### src/rtl/send_sched_pkg.sv
// Shared definitions for the inter-PU SEND scheduler: FSM state encoding,
// port/index widths and the destination-port validity check.
package send_sched_pkg;

    // Width of the SEND port immediate carried by the decoder
    localparam int PORT_W = 4;

    // Width of a PU index (four PUs on the multi-PU top level)
    localparam int PU_IDX_W = 2;

    typedef enum logic [2:0] {
        SEND_IDLE  = 3'd0,
        SEND_GRANT = 3'd1,
        SEND_XFER  = 3'd2,
        SEND_DRAIN = 3'd3,
        SEND_DONE  = 3'd4
    } send_state_t;

    // A port is unusable when it names no PU or names the sender itself
    function automatic logic INVALID_PORT(input logic [PORT_W-1:0]   port,
                                          input logic [PU_IDX_W-1:0] sender,
                                          input int                  pu_num);
        return (int'(port) >= pu_num) || (port == PORT_W'(sender));
    endfunction

endpackage

### src/rtl/send_sched_rr_arbiter.sv
// Combinational round-robin arbiter: picks the first set request bit at or
// above the pointer, wrapping around. The pointer is owned by the caller.
module rr_arbiter #(
    parameter int PU_NUM = 4,
    parameter int IDX_W  = 2
) (
    input  logic [PU_NUM-1:0] req,
    input  logic [IDX_W-1:0]  ptr,
    output logic [PU_NUM-1:0] gnt,
    output logic [IDX_W-1:0]  idx,
    output logic              found
);

    int               pos;
    logic [IDX_W-1:0] cand;

    // Scan from the pointer upward with wrap; the first pending request wins
    always_comb begin
        gnt   = '0;
        idx   = '0;
        found = 1'b0;
        pos   = 0;
        cand  = '0;
        for (int k = 0; k < PU_NUM; k++) begin
            pos = int'(ptr) + k;
            if (pos >= PU_NUM) begin
                pos = pos - PU_NUM;
            end
            cand = IDX_W'(pos);
            if (!found && req[cand]) begin
                found     = 1'b1;
                gnt[cand] = 1'b1;
                idx       = cand;
            end
        end
    end

endmodule

### src/rtl/send_sched.sv
// Inter-PU transfer scheduler. Arbitrates SEND requests round-robin and copies
// the granted block word by word from the sender's data memory into the same
// addresses of the destination PU's data memory, stalling both sides.
module send_sched
    import send_sched_pkg::*;
#(
    parameter int PU_NUM = 4,
    parameter int DW     = 16,
    parameter int AW     = 8,
    parameter int SW     = 8
) (
    input  logic                     clk,
    input  logic                     rst_n,
    input  logic [PU_NUM-1:0]        req,
    input  logic [PU_NUM*AW-1:0]     req_addr,
    input  logic [PU_NUM*SW-1:0]     req_size,
    input  logic [PU_NUM*PORT_W-1:0] req_port,
    output logic [PU_NUM-1:0]        stall,
    output logic [PU_NUM-1:0]        done,
    output logic                     err,
    output logic                     src_re,
    output logic [PU_IDX_W-1:0]      src_sel,
    output logic [AW-1:0]            src_addr,
    input  logic [DW-1:0]            src_rdata,
    output logic                     dst_we,
    output logic [PU_IDX_W-1:0]      dst_sel,
    output logic [AW-1:0]            dst_addr,
    output logic [DW-1:0]            dst_wdata
);

    localparam int IDX_W = PU_IDX_W;

    localparam logic [2:0] S_IDLE  = SEND_IDLE;
    localparam logic [2:0] S_GRANT = SEND_GRANT;
    localparam logic [2:0] S_XFER  = SEND_XFER;
    localparam logic [2:0] S_DRAIN = SEND_DRAIN;
    localparam logic [2:0] S_DONE  = SEND_DONE;

    // Control state (reset)
    logic [2:0]        state;
    logic [IDX_W-1:0]  rr_ptr;
    logic [IDX_W-1:0]  grant_idx;
    logic [PU_NUM-1:0] grant_oh;
    logic              err_q;
    logic [SW-1:0]     rd_cnt;
    logic              vld_p1;

    // Latched request fields and write-side address (not reset)
    logic [AW-1:0]     addr_q;
    logic [SW-1:0]     size_q;
    logic [PORT_W-1:0] port_q;
    logic [AW-1:0]     wr_addr_p1;

    // Arbiter outputs
    logic [PU_NUM-1:0] arb_gnt;
    logic [IDX_W-1:0]  arb_idx;
    logic              arb_found;

    // Derived helpers
    logic              port_bad;
    logic              last_rd;
    logic              busy;
    logic [AW-1:0]     rd_addr;
    logic [IDX_W-1:0]  next_ptr;
    logic [PU_NUM-1:0] dst_oh;

    rr_arbiter #(
        .PU_NUM (PU_NUM),
        .IDX_W  (IDX_W)
    ) u_arb (
        .req   (req),
        .ptr   (rr_ptr),
        .gnt   (arb_gnt),
        .idx   (arb_idx),
        .found (arb_found)
    );

    assign port_bad = INVALID_PORT(port_q, grant_idx, PU_NUM);
    assign last_rd  = (rd_cnt == (size_q - SW'(1)));
    assign busy     = (state == S_GRANT) || (state == S_XFER) || (state == S_DRAIN);
    // Source address wraps in AW bits; the word counter itself never wraps
    assign rd_addr  = addr_q + AW'(rd_cnt);
    assign next_ptr = (grant_idx == IDX_W'(PU_NUM - 1)) ? '0 : grant_idx + IDX_W'(1);

    // Scheduler FSM, round-robin pointer, read counter and write-valid pipe
    always_ff @(posedge clk or negedge rst_n) begin
        if (!rst_n) begin
            state     <= S_IDLE;
            rr_ptr    <= '0;
            grant_idx <= '0;
            grant_oh  <= '0;
            err_q     <= 1'b0;
            rd_cnt    <= '0;
            vld_p1    <= 1'b0;
        end else begin
            vld_p1 <= (state == S_XFER);
            case (state)
                S_IDLE: begin
                    if (arb_found) begin
                        grant_idx <= arb_idx;
                        grant_oh  <= arb_gnt;
                        state     <= S_GRANT;
                    end
                end
                S_GRANT: begin
                    rr_ptr <= next_ptr;
                    rd_cnt <= '0;
                    if (port_bad) begin
                        err_q <= 1'b1;
                        state <= S_DONE;
                    end else if (size_q == '0) begin
                        err_q <= 1'b0;
                        state <= S_DONE;
                    end else begin
                        state <= S_XFER;
                    end
                end
                S_XFER: begin
                    rd_cnt <= rd_cnt + SW'(1);
                    if (last_rd) begin
                        state <= S_DRAIN;
                    end
                end
                S_DRAIN: begin
                    state <= S_DONE;
                end
                S_DONE: begin
                    err_q <= 1'b0;
                    state <= S_IDLE;
                end
                default: begin
                    state <= S_IDLE;
                end
            endcase
        end
    end

    // Capture the winning request's fields and delay the read address by one
    always_ff @(posedge clk) begin
        if ((state == S_IDLE) && arb_found) begin
            addr_q <= req_addr[int'(arb_idx)*AW +: AW];
            size_q <= req_size[int'(arb_idx)*SW +: SW];
            port_q <= req_port[int'(arb_idx)*PORT_W +: PORT_W];
        end
        wr_addr_p1 <= rd_addr;
    end

    // Destination stall covers GRANT through DRAIN for a valid destination
    always_comb begin
        dst_oh = '0;
        if (busy && !port_bad) begin
            dst_oh[port_q[IDX_W-1:0]] = 1'b1;
        end
    end

    // Read side: stage 0
    assign src_re   = (state == S_XFER);
    assign src_sel  = src_re ? grant_idx : '0;
    assign src_addr = src_re ? rd_addr : '0;

    // Write side: stage 1, aligned with the memory read latency
    assign dst_we    = vld_p1;
    assign dst_sel   = vld_p1 ? port_q[IDX_W-1:0] : '0;
    assign dst_addr  = vld_p1 ? wr_addr_p1 : '0;
    assign dst_wdata = vld_p1 ? src_rdata : '0;

    assign done  = (state == S_DONE) ? grant_oh : '0;
    assign err   = (state == S_DONE) && err_q;
    assign stall = (req & ~done) | dst_oh;

endmodule

### config.mk
export PLATFORM = sky130hd
export DESIGN_NAME = send_sched
export DESIGN_NICKNAME = d
export VERILOG_FILES = /design/src/rtl/send_sched_pkg.sv /design/src/rtl/send_sched_rr_arbiter.sv /design/src/rtl/send_sched.sv
export SDC_FILE = /design/constraint.sdc
export NUM_CORES = 1
export LEC_CHECK = 0
export ABC_CLOCK_PERIOD_IN_PS = 2500
export BUFFER_PORTS_ARGS = -buffer_cell sky130_fd_sc_hd__buf_4
export CELL_PAD_IN_SITES_DETAIL_PLACEMENT = 1
export CELL_PAD_IN_SITES_GLOBAL_PLACEMENT = 1
export CORE_MARGIN = 10
export CORE_UTILIZATION = 33
export DETAILED_ROUTE_END_ITERATION = 16
export PLACE_DENSITY_LB_ADDON = 0.1
export SLEW_MARGIN = 0
export SYNTH_ARGS = -nofsm -noshare
export SYNTH_HDL_FRONTEND = slang
export SYNTH_SLANG_ARGS = --single-unit
### constraint.sdc
create_clock -name clk -period 2.5 [get_ports clk]
set_input_delay 0.375 -clock clk [delete_from_list [all_inputs] [get_ports clk]]
set_output_delay 0.375 -clock clk [all_outputs]
set_load 0.05 [all_outputs]
==> results.cfg <==
[sta]
drv_slew = 0
min_period_ns = 2.629
hold_viol = 0
finalSetupTns_ns = -0.3299
rsz0062_at_grt = yes
fin_crit_sh = 1.052
fmax_mhz = 380.4
finalClockSkew_ns = 0.003830
setup_ws_ns = -0.1290
setup_viol = 4
max_slew_margin = 0.5625
worstMarginPinSlew_ns = 0.6562

[finish]
syn_to_final_growth_pct = 48.47
stdcell_count = 680
antenna_cells = 0
utilization = 0.5023
layout.nets = 660
fillers = 1260
layout-drive-gt1-share = 0.4204

[die]
top_level_ports = 149
chipWidth_um = 125.7
die-area_um2 = 15790
fp-row-count = 38
die_h_um = 125.7
core_um2 = 10890
start_util = 0.3383

[place]
dp_cells = 653
place_congestion = 0.7889
io_buffers = 148
dp_hpwl_um = 9566

[pwr]
p_per_area_nw_per_um2 = 1087
intPower_mw = 3.283
p_clk_frac = 0.077
pwr-share-seq = 0.274
ir_drop_mv = 0.4389
p_leak_nw = 2.662
power_switching_mw = 2.660
switching_share = 0.4477
p_comb_frac = 0.649

[drt]
drtAntennaViolNets = 0
post_drt_wl_per_cell_um = 18.20
via_count = 3374
drt-vias-per-instance = 4.962
dr.pass1.iters = 4
drt_iter0_drc = 94
drc = 0
routed_wl_um = 12380

[setup_path]
critical_path_required_ns = 2.12
worstSetupEndpointType = output pin
critical_path_class = flop to output pin
critPathArrivalTime_ns = 2.25
startpoint_type = flop
worstRegToRegCells = 16
critPathMaxFanout = 2

[cts]
cts_sinks = 49
insertion_delay_ns = 0.30
clkTransAtPathRegs_ns = 0.09
cts_root_buf = clkbuf_8
cts_tree = yes
cts_buffers = 5
h-tree-depth = 2
clock_path_buffers = 2

[logic_synthesis]
ys_ff_latch = 49
synth.avg_cell_area_um2 = 10.23
yosysWarnings = 0
ys_seq_area_frac = 0.3492
synth-edff-count = 20
netlist_instances = 360
synthTopCellsByArea = mux2i_1, edfxtp_1, dfrtp_1, ha_1, and2_1
synth_area_leader_cell = mux2i_1
ys.flop_type = dfrtp_1
syn-num-nets = 481
netlist_top_cells_count = mux2i_1, and2_1, o21ai_0
synth.most_common_cell = mux2i_1
yosysUniqueCellTypes = 51
async_reset_ff_frac = 0.4286
synthesis.area_um2 = 3684
yosysTopAreaCellShare = 0.1793

[global_routing]
track_usage = 0.1436
antenna_found_initial = 0
grt_pass1_wl_um = 19200
grt_pass1_vias = 3735
grt_max_degree = 42
gr-total-overflow = 0

[hold_path]
worstHoldPathCells = 3
min_path_type = primary input to flop

[run_status]
violations = setup timing
status = finished with violations

[run]
drv_cap = 0
-- critical path, cell delays in order (launching register included) --
cell	delay, ns
edfxtp_1	0.38
ha_2	0.21
fa_2	0.34
a21o_1	0.17
a21oi_2	0.14
o21bai_1	0.09
a21oi_2	0.18
mux2i_2	0.25
buf_6	0.19
-- layout make-up --
| type | count | area [um2] | area share |
|---|---|---|---|
| Tap cell | 140 | 175.2 | 0.03203 |
| Sequential cell | 49 | 1287 | 0.2354 |
| Inverter | 18 | 67.56 | 0.01235 |
| Multi-Input combinational cell | 276 | 2361 | 0.4317 |
| Clock buffer | 8 | 80.08 | 0.01464 |
| Timing Repair Buffer | 189 | 1498 | 0.2739 |
-- through the flow --
| stage | total power, mW | setup WS, ns | hold WS [ns] | area (um2) |
|---|---|---|---|---|
| after global routing | 6.439 | -0.2472 | 0.4371 | 5469 |
| after floorplan | 4.173 | -0.2583 | 0.07941 | 3705 |
| after CTS | 5.726 | -0.1386 | 0.4354 | 5286 |
| after detailed placement | 5.230 | -0.04029 | 0.2970 | 5094 |
| after global placement | 5.119 | -0.01335 | 0.2901 | 5094 |
| final | 5.943 | -0.1290 | 0.4352 | 5469 |
-- cell usage in the layout (no fill, tap or decap), types with 4 or more instances in the layout --
cell and n:
edfxtp_1 20, nand4_1 4, dfxtp_1 8, dfrtp_1 20, a221o_1 4, clkbuf_8 5, buf_6 7, and2_1 33
nand2b_1 5, o21ai_0 21, a31oi_1 7, and3_1 6, mux2i_1 64, ha_1 13, a21oi_1 5, inv_1 16
nor2_1 18, nand2_1 14, xor2_1 6, buf_4 177, a21oi_2 5, xnor2_1 9, a21o_1 5
-- timing repair --
item	CTS	global route
pin swaps	8	7
endpoints found under the setup margin	4	28
endpoints found under the hold margin	21	0
gates cloned	0	3
hold buffers	1	0
buffers inserted	10	6
gates resized for setup	9	22
-- logic make-up (layout without fill, tap and decap cells) --
group           Yosys count  count (layout)  synth area share
mux                      71              71            0.2038
xor+xnor                 16              16           0.03804
compound gates           66              66            0.1345
fa+ha+maj                19              19           0.06658
simple gates            104             104            0.1590
flops                    49              49            0.3492
buf+inv                  35             215           0.04891
-- power groups by stage --
stage / combinational (mW) / clock, mW / sequential [mW]
6_report: 3.86 / 0.457 / 1.63
4_1_cts: 3.64 / 0.472 / 1.62
3_5_place_dp: 3.60 / 0 / 1.63
2_1_floorplan: 2.62 / 0 / 1.56
3_3_place_gp: 3.51 / 0 / 1.61
5_1_grt: 4.24 / 0.513 / 1.68
-- sequential cells by signal, indices dropped and copies added (netlist names) --
signal / count
addr_q: 8
dst_we: 1
err_q: 1
grant_idx: 2
grant_oh: 4
port_q: 4
rd_cnt: 8
rr_ptr: 2
size_q: 8
state: 3
wr_addr_p1: 8
-- worst paths after layout --
check / to / start / slack (ns)
min in group asynchronous: rd_cnt[6] / rst_n / 0.51
max: src_addr[6] / addr_q[0] / -0.13
min reg2reg: wr_addr_p1[0] / addr_q[0] / 0.54
max reg2reg: wr_addr_p1[6] / addr_q[2] / -0.12
max in group asynchronous: state[0] / rst_n / 1.73
min: size_q[1] / req_size[9] / 0.44
-- per-layer routing --
metal | vias to the layer above | part of all wire | wire (um) | global-route usage
li1 | 1666 | - | - | -
met1 | 1580 | 0.48 | 5950 | 0.1910
met2 | 124 | 0.44 | 5424 | 0.2198
met3 | 4 | 0.074 | 916 | 0.04950
met4 | 0 | 0.0070 | 87 | 0.03117
met5 | - | 0 | 0 | 0
Power figures use the tool's default switching activity.
